<file path="src/rtl/audio_mixer_mc_if.sv">
// Bundled sample/gain inputs and mix/DAC outputs of the audio mixer.
`timescale 1ns/1ps
interface audio_mixer_mc_if #(
    parameter int CHANNELS = 4,
    parameter int IN_W     = 8,
    parameter int VOL_W    = 6,
    parameter int OUT_W    = 8
);
    logic                      sample_stb;
    logic [CHANNELS*IN_W-1:0]  ch_l;
    logic [CHANNELS*IN_W-1:0]  ch_r;
    logic [CHANNELS*VOL_W-1:0] gain_l;
    logic [CHANNELS*VOL_W-1:0] gain_r;
    logic [VOL_W-1:0]          master_vol;
    logic                      mute;
    logic                      busy;
    logic                      mix_valid;
    logic [OUT_W-1:0]          mix_l;
    logic [OUT_W-1:0]          mix_r;
    logic                      clip_l;
    logic                      clip_r;
    logic                      overrun;
    logic                      audio_l;
    logic                      audio_r;

    modport master (
        output sample_stb, ch_l, ch_r, gain_l, gain_r, master_vol, mute,
        input  busy, mix_valid, mix_l, mix_r, clip_l, clip_r, overrun, audio_l, audio_r
    );

    modport slave (
        input  sample_stb, ch_l, ch_r, gain_l, gain_r, master_vol, mute,
        output busy, mix_valid, mix_l, mix_r, clip_l, clip_r, overrun, audio_l, audio_r
    );
endinterface

</file>
<file path="src/rtl/audio_mixer_mc.sv">
// N-channel stereo mixer: snapshot on strobe, per-channel MAC, master gain, saturate,
// then first-order sigma-delta modulators for the 1-bit audio pins.
`timescale 1ns/1ps
module audio_mixer_mc #(
    parameter int CHANNELS = 4,
    parameter int IN_W     = 8,
    parameter int VOL_W    = 6,
    parameter int OUT_W    = 8
) (
    input  logic             clk_32,
    input  logic             reset_l,
    audio_mixer_mc_if.slave  bus
);
    localparam int CW = (CHANNELS > 1) ? $clog2(CHANNELS) : 1;
    localparam int AW = IN_W + 1 + $clog2(CHANNELS);
    // Master stage can reach ~2x the accumulator; keep at least OUT_W+1 bits for the clip test
    localparam int MW = (AW + 1 > OUT_W + 1) ? AW + 1 : OUT_W + 1;
    localparam int PW = IN_W + VOL_W;
    localparam int FW = AW + VOL_W;
    localparam logic [CW-1:0] LAST = CW'(CHANNELS - 1);

    typedef enum logic [1:0] {IDLE, ACC, MASTER, OUT} state_t;
    state_t state;

    logic [CHANNELS*IN_W-1:0]  snap_ch_l, snap_ch_r;
    logic [CHANNELS*VOL_W-1:0] snap_gain_l, snap_gain_r;
    logic [VOL_W-1:0]          snap_master;
    logic                      snap_mute;
    logic [CW-1:0]             ch_idx;
    logic [AW-1:0]             acc_l, acc_r;
    logic [MW-1:0]             mres_l, mres_r;
    logic                      busy, mix_valid, clip_l, clip_r, overrun;
    logic [OUT_W-1:0]          mix_l, mix_r;
    logic [OUT_W:0]            dac_l, dac_r;

    logic [PW-1:0] prod_l, prod_r;
    logic [AW-1:0] term_l, term_r;
    logic [FW-1:0] full_l, full_r;
    logic [MW-1:0] scaled_l, scaled_r;
    logic          sat_l, sat_r;

    always_comb begin
        prod_l   = PW'(snap_ch_l[ch_idx*IN_W +: IN_W]) * PW'(snap_gain_l[ch_idx*VOL_W +: VOL_W]);
        prod_r   = PW'(snap_ch_r[ch_idx*IN_W +: IN_W]) * PW'(snap_gain_r[ch_idx*VOL_W +: VOL_W]);
        term_l   = AW'(prod_l >> (VOL_W - 1));
        term_r   = AW'(prod_r >> (VOL_W - 1));
        full_l   = FW'(acc_l) * FW'(snap_master);
        full_r   = FW'(acc_r) * FW'(snap_master);
        scaled_l = MW'(full_l >> (VOL_W - 1));
        scaled_r = MW'(full_r >> (VOL_W - 1));
        sat_l    = |mres_l[MW-1:OUT_W];
        sat_r    = |mres_r[MW-1:OUT_W];
    end

    always_ff @(posedge clk_32 or negedge reset_l) begin
        if (!reset_l) begin
            state       <= IDLE;
            snap_ch_l   <= '0;
            snap_ch_r   <= '0;
            snap_gain_l <= '0;
            snap_gain_r <= '0;
            snap_master <= '0;
            snap_mute   <= 1'b0;
            ch_idx      <= '0;
            acc_l       <= '0;
            acc_r       <= '0;
            mres_l      <= '0;
            mres_r      <= '0;
            busy        <= 1'b0;
            mix_valid   <= 1'b0;
            mix_l       <= '0;
            mix_r       <= '0;
            clip_l      <= 1'b0;
            clip_r      <= 1'b0;
            overrun     <= 1'b0;
            dac_l       <= '0;
            dac_r       <= '0;
        end else begin
            overrun   <= bus.sample_stb && (state != IDLE);
            mix_valid <= 1'b0;
            dac_l     <= {1'b0, dac_l[OUT_W-1:0]} + {1'b0, mix_l};
            dac_r     <= {1'b0, dac_r[OUT_W-1:0]} + {1'b0, mix_r};
            case (state)
                IDLE: begin
                    if (bus.sample_stb) begin
                        snap_ch_l   <= bus.ch_l;
                        snap_ch_r   <= bus.ch_r;
                        snap_gain_l <= bus.gain_l;
                        snap_gain_r <= bus.gain_r;
                        snap_master <= bus.master_vol;
                        snap_mute   <= bus.mute;
                        acc_l       <= '0;
                        acc_r       <= '0;
                        ch_idx      <= '0;
                        busy        <= 1'b1;
                        state       <= ACC;
                    end
                end
                ACC: begin
                    acc_l  <= acc_l + term_l;
                    acc_r  <= acc_r + term_r;
                    ch_idx <= ch_idx + 1'b1;
                    if (ch_idx == LAST) state <= MASTER;
                end
                MASTER: begin
                    mres_l <= scaled_l;
                    mres_r <= scaled_r;
                    state  <= OUT;
                end
                OUT: begin
                    if (snap_mute) begin
                        mix_l  <= '0;
                        mix_r  <= '0;
                        clip_l <= 1'b0;
                        clip_r <= 1'b0;
                    end else begin
                        mix_l  <= sat_l ? '1 : mres_l[OUT_W-1:0];
                        mix_r  <= sat_r ? '1 : mres_r[OUT_W-1:0];
                        clip_l <= sat_l;
                        clip_r <= sat_r;
                    end
                    mix_valid <= 1'b1;
                    busy      <= 1'b0;
                    state     <= IDLE;
                end
                default: state <= IDLE;
            endcase
        end
    end

    assign bus.busy      = busy;
    assign bus.mix_valid = mix_valid;
    assign bus.mix_l     = mix_l;
    assign bus.mix_r     = mix_r;
    assign bus.clip_l    = clip_l;
    assign bus.clip_r    = clip_r;
    assign bus.overrun   = overrun;
    assign bus.audio_l   = dac_l[OUT_W];
    assign bus.audio_r   = dac_r[OUT_W];
endmodule
</file>
<file path="src/flat_wrapper.sv">
// flat-port wrapper written by rule: the top's interface ports become plain ports
module audio_mixer_mc_flat 
#(
    parameter int CHANNELS = 4,
    parameter int IN_W     = 8,
    parameter int VOL_W    = 6,
    parameter int OUT_W    = 8
)
  (clk_32, reset_l, bus_sample_stb, bus_ch_l, bus_ch_r, bus_gain_l, bus_gain_r, bus_master_vol, bus_mute, bus_busy, bus_mix_valid, bus_mix_l, bus_mix_r, bus_clip_l, bus_clip_r, bus_overrun, bus_audio_l, bus_audio_r);
  audio_mixer_mc_if #(.CHANNELS(CHANNELS), .IN_W(IN_W), .VOL_W(VOL_W), .OUT_W(OUT_W)) bus_i ();
  input  logic clk_32;
  input  logic reset_l;
  input wire logic [$bits(bus_i.sample_stb)-1:0] bus_sample_stb;
  input wire logic [$bits(bus_i.ch_l)-1:0] bus_ch_l;
  input wire logic [$bits(bus_i.ch_r)-1:0] bus_ch_r;
  input wire logic [$bits(bus_i.gain_l)-1:0] bus_gain_l;
  input wire logic [$bits(bus_i.gain_r)-1:0] bus_gain_r;
  input wire logic [$bits(bus_i.master_vol)-1:0] bus_master_vol;
  input wire logic [$bits(bus_i.mute)-1:0] bus_mute;
  output wire logic [$bits(bus_i.busy)-1:0] bus_busy;
  output wire logic [$bits(bus_i.mix_valid)-1:0] bus_mix_valid;
  output wire logic [$bits(bus_i.mix_l)-1:0] bus_mix_l;
  output wire logic [$bits(bus_i.mix_r)-1:0] bus_mix_r;
  output wire logic [$bits(bus_i.clip_l)-1:0] bus_clip_l;
  output wire logic [$bits(bus_i.clip_r)-1:0] bus_clip_r;
  output wire logic [$bits(bus_i.overrun)-1:0] bus_overrun;
  output wire logic [$bits(bus_i.audio_l)-1:0] bus_audio_l;
  output wire logic [$bits(bus_i.audio_r)-1:0] bus_audio_r;
  assign bus_i.sample_stb = bus_sample_stb;
  assign bus_i.ch_l = bus_ch_l;
  assign bus_i.ch_r = bus_ch_r;
  assign bus_i.gain_l = bus_gain_l;
  assign bus_i.gain_r = bus_gain_r;
  assign bus_i.master_vol = bus_master_vol;
  assign bus_i.mute = bus_mute;
  assign bus_busy = bus_i.busy;
  assign bus_mix_valid = bus_i.mix_valid;
  assign bus_mix_l = bus_i.mix_l;
  assign bus_mix_r = bus_i.mix_r;
  assign bus_clip_l = bus_i.clip_l;
  assign bus_clip_r = bus_i.clip_r;
  assign bus_overrun = bus_i.overrun;
  assign bus_audio_l = bus_i.audio_l;
  assign bus_audio_r = bus_i.audio_r;
  audio_mixer_mc #(.CHANNELS(CHANNELS), .IN_W(IN_W), .VOL_W(VOL_W), .OUT_W(OUT_W)) u_core (.clk_32(clk_32), .reset_l(reset_l), .bus(bus_i));
endmodule
</file>
<file path="config.mk">
export PLATFORM = sky130hd
export DESIGN_NAME = audio_mixer_mc_flat
export DESIGN_NICKNAME = d
export VERILOG_FILES = /design/src/rtl/audio_mixer_mc_if.sv /design/src/rtl/audio_mixer_mc.sv /design/src/flat_wrapper.sv
export SDC_FILE = /design/constraint.sdc
export NUM_CORES = 1
export LEC_CHECK = 0
export BUFFER_PORTS_ARGS = -buffer_cell sky130_fd_sc_hd__buf_4
export CELL_PAD_IN_SITES_DETAIL_PLACEMENT = 1
export CELL_PAD_IN_SITES_GLOBAL_PLACEMENT = 1
export CORE_ASPECT_RATIO = 1.25
export CORE_MARGIN = 1.5
export CORE_UTILIZATION = 30
export DETAILED_ROUTE_END_ITERATION = 8
export PLACE_DENSITY = 0.6
export SYNTH_ARGS = -nofsm -noshare
export SYNTH_HDL_FRONTEND = slang
export SYNTH_SLANG_ARGS = --single-unit
</file>
<file path="constraint.sdc">
create_clock -name clk_32 -period 11.1 [get_ports clk_32]
set_input_delay 2.22 -clock clk_32 [delete_from_list [all_inputs] [get_ports clk_32]]
set_output_delay 2.22 -clock clk_32 [all_outputs]
set_load 0.01 [all_outputs]
</file>
==> results of run 1 <==
==> metrics by stage <==
stage	cell area, µm²	cells	hold WS (ns)
final	18400	2291	0.471
after global routing	18400	2291	0.496
after CTS	18400	2291	0.475
after detailed placement	17600	2249	0.461
after global placement	17600	2249	0.453
after floorplan	15800	1480	0.443
==> final cells by class <==
| cell class | count | area (µm²) | area share [%] |
|---|---|---|---|
| flip-flops and latches | 208 | 5210 | 28.3 |
| multi-input cells | 1039 | 9740 | 53.0 |
| well taps | 665 | 832 | 4.52 |
| inverters | 186 | 698 | 3.80 |
| clock inverters | 9 | 75.1 | 0.408 |
| clock buffers | 33 | 696 | 3.78 |
| repair buffers | 151 | 1140 | 6.20 |
==> cell families after synthesis <==
kind of cell	count (synthesis)	synth area share, %
and+or+nand+nor	406	12.7
DFF	208	32.9
buffers and inverters	233	5.58
muxes	163	13.6
adders and majority gates	245	25.3
xor gates and xnor gates	50	2.77
AOI/OAI and AO/OA	175	7.18
==> layer usage <==
layer,vias to the layer above,GRT usage [%]
li1,5177,-
met1,5556,16.0
met2,168,28.4
met3,56,3.04
met4,0,4.81
met5,-,0
==> path summary, 6_finish.rpt <==
kind | startpoint | to | depth (start not counted) | slack [ns]
worst max-delay path | u_core.ch_idx[0] | u_core.acc_l[10] | 20 | 4.75
worst min-delay path | u_core.dac_r[0] | u_core.dac_r[0] | 1 | 0.47
worst max register to register | u_core.ch_idx[0] | u_core.acc_l[10] | 20 | 4.75
worst min register to register | u_core.dac_r[0] | u_core.dac_r[0] | 1 | 0.47
max in group asynchronous | reset_l | u_core.ch_idx[0] | 2 | 7.94
min in group asynchronous | reset_l | u_core.dac_r[7] | 1 | 1.66
==> placed cells by master (no fill, tap or decap), types with 9 or more instances in the layout <==
cell       synthesis  routed
dfrtp_1          208     207
nor3_1            14      14
nand2_1          170     169
ha_1             121     121
mux2_2           126     126
o21ai_0           56      56
clkbuf_16          0      25
xor2_1            21      21
nor2b_1           10      10
a21oi_1           39      39
buf_4              0     150
o21a_1             9       9
fa_1             124     124
inv_1            186     186
a21o_1            22      22
mux4_2            27      27
and2_1           106     106
nand2b_1          11      11
xnor2_1           29      29
nand3_1           19      19
nor2_1            38      38
==> state kept, by name, summed over array words and instances (netlist names), 11 cells and up <==
| name | flops |
|---|---|
| u_core.acc_l | 11 |
| u_core.acc_r | 11 |
| u_core.snap_gain_r | 24 |
| u_core.snap_ch_l | 32 |
| u_core.mres_r | 12 |
| u_core.snap_ch_r | 32 |
| u_core.snap_gain_l | 24 |
| u_core.mres_l | 12 |
==> flow_metrics.env, run 1 <==
export IMPL_num_rows=93
export IMPL_holdBufCountCts=0
export IMPL_synth_cell_area_mm2=0.0158
export IMPL_antenna_found_initial=0
export IMPL_crit_chain="buf_4 -> mux4_2 -> and2_1 -> fa_1 -> fa_1 -> inv_1 -> fa_1 -> inv_1 -> ha_1 -> a21oi_1 -> o21ai_0 -> a21o_1 -> nor3_1 -> o21ai_0 -> xnor2_1 -> ha_1 -> a21oi_1 -> nor4_1 -> a311oi_1 -> nand3_1"
export IMPL_required_ns=11.52
export IMPL_top_layer="met4"
export IMPL_post_route_min_period_ns=6.35
export IMPL_post_route_util_pct=35.5
export IMPL_grt_usage_pct=14.8
export IMPL_yosys_most_used_dff="dfrtp_1"
export IMPL_fin_nets=1977
export IMPL_clk_latency_ns=0.54
export IMPL_fp_dieW_um=208
export IMPL_synth_edff_count=0
export IMPL_synthArstFlopShare_pct=100
export IMPL_coreArea_mm2=0.0518
export IMPL_synth_top_area_cell="dfrtp_1"
export IMPL_hold_path_class="register to register"
export IMPL_cts_setup_buffers=0
export IMPL_grt_pass1_vias=12546
export IMPL_worstSetupEndpointType="register"
export IMPL_grt_first_pass_wirelength_mm=65.0
export IMPL_period_share_pct=57.2
export IMPL_yosysSeqAreaShare_pct=32.9
export IMPL_setup_violations=0
export IMPL_yosysMostFrequentCell="dfrtp_1"
export IMPL_synthDominantCellAreaShare_pct=32.9
export IMPL_overflow=0
export IMPL_crit_family="adder cells"
export IMPL_drt_iter0_drc=310
export IMPL_antennaDiodeCount=0
export IMPL_ys_top_cells_by_count="dfrtp_1 (208), inv_1 (186), nand2_1 (170)"
export IMPL_htreeDepth=1
export IMPL_numCtsBuffers=24
export IMPL_hold_viol=0
export IMPL_tightest_slew_ns=1.14
export IMPL_io_pins=145
export IMPL_outcome="finished, final reports clean"
export IMPL_grt_setup_unrepaired="no"
export IMPL_areaGrowthSynthToFinish_pct=16.3
export IMPL_gp_congestion=0.815
export IMPL_max_freq_ghz=0.157
export IMPL_ant_nets=0
export IMPL_critPathBufInv=3
export IMPL_ys_seq_elements=208
export IMPL_drc=0
export IMPL_path_clk_slew_ns=0.06
export IMPL_synth_area_leaders="dfrtp_1 (33%), fa_1 (16%), ha_1 (9.6%)"
export IMPL_met1_length_mm=15.1
export IMPL_ctsResizeCount=0
export IMPL_fin_tns_setup_ns=0
export IMPL_drv_slew=0
export IMPL_slowest_stage="mux4_2"
export IMPL_drt_first_pass_iters=4
export IMPL_dieArea_mm2=0.0541
export IMPL_wl_met3_mm=1.88
export IMPL_cts_path_max_buffers=3
export IMPL_final_layout_size_suffix_gt1_share_pct=21.6
export IMPL_wl_mm=38.8
export IMPL_synthesis_nets=1847
export IMPL_synth_distinct_cells=52
export IMPL_path_class="register to register"
export IMPL_layout_setup_ws_ns=4.75
export IMPL_drv_cap=0
export IMPL_routed_wl_met2_mm=20.7
export IMPL_numPortBuffers=144
export IMPL_viasPerCell=4.78
export IMPL_fillers=5773
export IMPL_clockRootBuffer="clkbuf_16"
export IMPL_post_place_ws_ns=4.62
export IMPL_cts_tree="yes"
export IMPL_vias=10957
export IMPL_syn_inst=1480
export IMPL_grt_max_degree=87
export IMPL_start_util_pct=30.5
export IMPL_finClkSkew_ns=0.00955
export IMPL_critPathArrivalTime_ns=6.77
export IMPL_dpl_hpwl_mm=30.4
export IMPL_relSlewSlack_pct=23.3
export IMPL_fp_dieH_um=260
export IMPL_cp_common_cell="fa_1"
export IMPL_numClockSinks=208
export IMPL_yosysWarnings=0
export IMPL_worst_path_largest_cell_delay_ns=0.71
export IMPL_crit_fanout=31
export IMPL_start_kind="register"
export IMPL_drt_wirelength_per_cell_um=16.9
export IMPL_avgSynthCellArea_um2=10.7
Power of run 1 is not shown: default switching activity piles up to over one toggle a cycle in this logic, so the estimate is an artifact.
==> run 2, diff against run 1 <==
- clock period: 11.1 -> 6.59 ns (I/O delays scaled with it)
==> flow_metrics.env, run 2 (same netlist as run 1, synthesis figures left out) <==
export IMPL_fp_dieW_um=208
export IMPL_required_ns=7.05
export IMPL_path_class="register to register"
export IMPL_dpl_cell_count=2250
export IMPL_clk_latency_ns=0.54
export IMPL_crit_fanout=31
export IMPL_final_common_cell="dfrtp_1"
export IMPL_numCtsBuffers=26
export IMPL_grt_max_degree=165
export IMPL_grt_setup_unrepaired="no"
export IMPL_antennaDiodeCount=0
export IMPL_critPathBufInv=3
export IMPL_relSlewSlack_pct=22.7
export IMPL_htreeDepth=1
export IMPL_cts_tree="yes"
export IMPL_crit_chain="buf_12 -> mux4_2 -> and2_1 -> fa_1 -> fa_1 -> inv_1 -> fa_1 -> inv_1 -> ha_1 -> a21oi_1 -> o21ai_0 -> a21o_1 -> nor3_1 -> o21bai_1 -> xor2_1 -> ha_1 -> nand2_1 -> o21a_1 -> a311oi_1 -> mux2i_1"
export IMPL_fillers=5786
export IMPL_post_route_util_pct=35.8
export IMPL_drt_first_pass_iters=4
export IMPL_numPortBuffers=144
export IMPL_coreArea_mm2=0.0518
export IMPL_hold_viol=0
export IMPL_reg_top3="u_core.snap_ch_l x32, u_core.snap_ch_r x32"
export IMPL_grt_pass1_vias=12402
export IMPL_period_share_pct=90.4
export IMPL_min_from="u_core.dac_l[0]"
export IMPL_final_cells=2295
export IMPL_outcome="finished, final reports clean"
export IMPL_slowest_stage="mux4_2"
export IMPL_cts_path_max_buffers=3
export IMPL_wl_mm=38.2
export IMPL_io_pins=145
export IMPL_worst_path_largest_cell_delay_ns=0.64
export IMPL_tightest_slew_ns=1.15
export IMPL_ant_nets=0
export IMPL_grt_first_pass_wirelength_mm=63.7
export IMPL_num_rows=93
export IMPL_finClkSkew_ns=0.0123
export IMPL_fin_nets=1980
export IMPL_antenna_found_initial=1
export IMPL_viasPerCell=4.79
export IMPL_multiInputGateArea_mm2=0.00974
export IMPL_drt_wirelength_per_cell_um=16.6
export IMPL_start_kind="register"
export IMPL_final_layout_size_suffix_gt1_share_pct=22.0
export IMPL_dpl_hpwl_mm=29.9
export IMPL_drt_iter0_drc=241
export IMPL_drc=0
export IMPL_cts_setup_buffers=0
export IMPL_critPathArrivalTime_ns=6.42
export IMPL_drv_slew=0
export IMPL_crit_family="adder cells"
export IMPL_gp_congestion=0.789
export IMPL_seq_area_mm2=0.00521
export IMPL_path_clk_slew_ns=0.06
export IMPL_fp_dieH_um=260
export IMPL_worstSetupEndpointType="register"
export IMPL_grt_usage_pct=14.4
export IMPL_ctsResizeCount=0
export IMPL_layout_common_cells="dfrtp_1 (207), inv_1 (186), nand2_1 (169)"
export IMPL_vias=11002
export IMPL_post_route_min_period_ns=5.96
export IMPL_holdBufCountCts=0
export IMPL_fin_tns_setup_ns=0
export IMPL_clockRootBuffer="clkbuf_16"
export IMPL_r2r_start="u_core.ch_idx[0]"
export IMPL_drv_cap=0
export IMPL_dieArea_mm2=0.0541
export IMPL_hold_path_class="register to register"
export IMPL_numClockSinks=208
export IMPL_areaGrowthSynthToFinish_pct=17.3
export IMPL_setup_violations=0
export IMPL_startpoint="u_core.ch_idx[0]"
export IMPL_cp_common_cell="fa_1"
export IMPL_max_freq_ghz=0.168
export IMPL_overflow=0
export IMPL_start_util_pct=30.5
## run 2: per-stage QoR
stage               instance area [µm²]  hold slack, ns  worst slack [ns]
floorplan                         15800           0.443             0.545
CTS                               18500           0.474             0.543
finish                            18500           0.469             0.630
global route                      18500           0.488            0.0567
global placement                  17700           0.453             0.746
detailed placement                17700           0.460             0.560
## run 2: layout make-up
class / instances / share of cell area (%)
clock buffer: 36 / 4.20
sequential: 208 / 28.1
clock inverter: 9 / 0.580
multi-input combinational: 1039 / 52.6
timing repair buffer: 152 / 6.33
inverter: 186 / 3.77
tap: 665 / 4.49
## run 2: path summary, 6_finish.rpt
kind / endpoint / slack [ns] / depth (start not counted)
worst max-delay path: u_core.acc_l[9] / 0.63 / 20
worst min-delay path: u_core.dac_l[0] / 0.47 / 1
worst max register to register: u_core.acc_l[9] / 0.63 / 20
worst min register to register: u_core.dac_l[0] / 0.47 / 1
max in group asynchronous: u_core.ch_idx[0] / 4.63 / 2
min in group asynchronous: u_core.mres_r[3] / 0.67 / 1
## run 2: metal layers
layer	track usage, %	share of wire, %
met5	0	0.021
met2	27.6	53
met1	16.7	41
met4	3.39	1.8
met3	2.20	3.6
Power of run 2 is left out for the same reason.
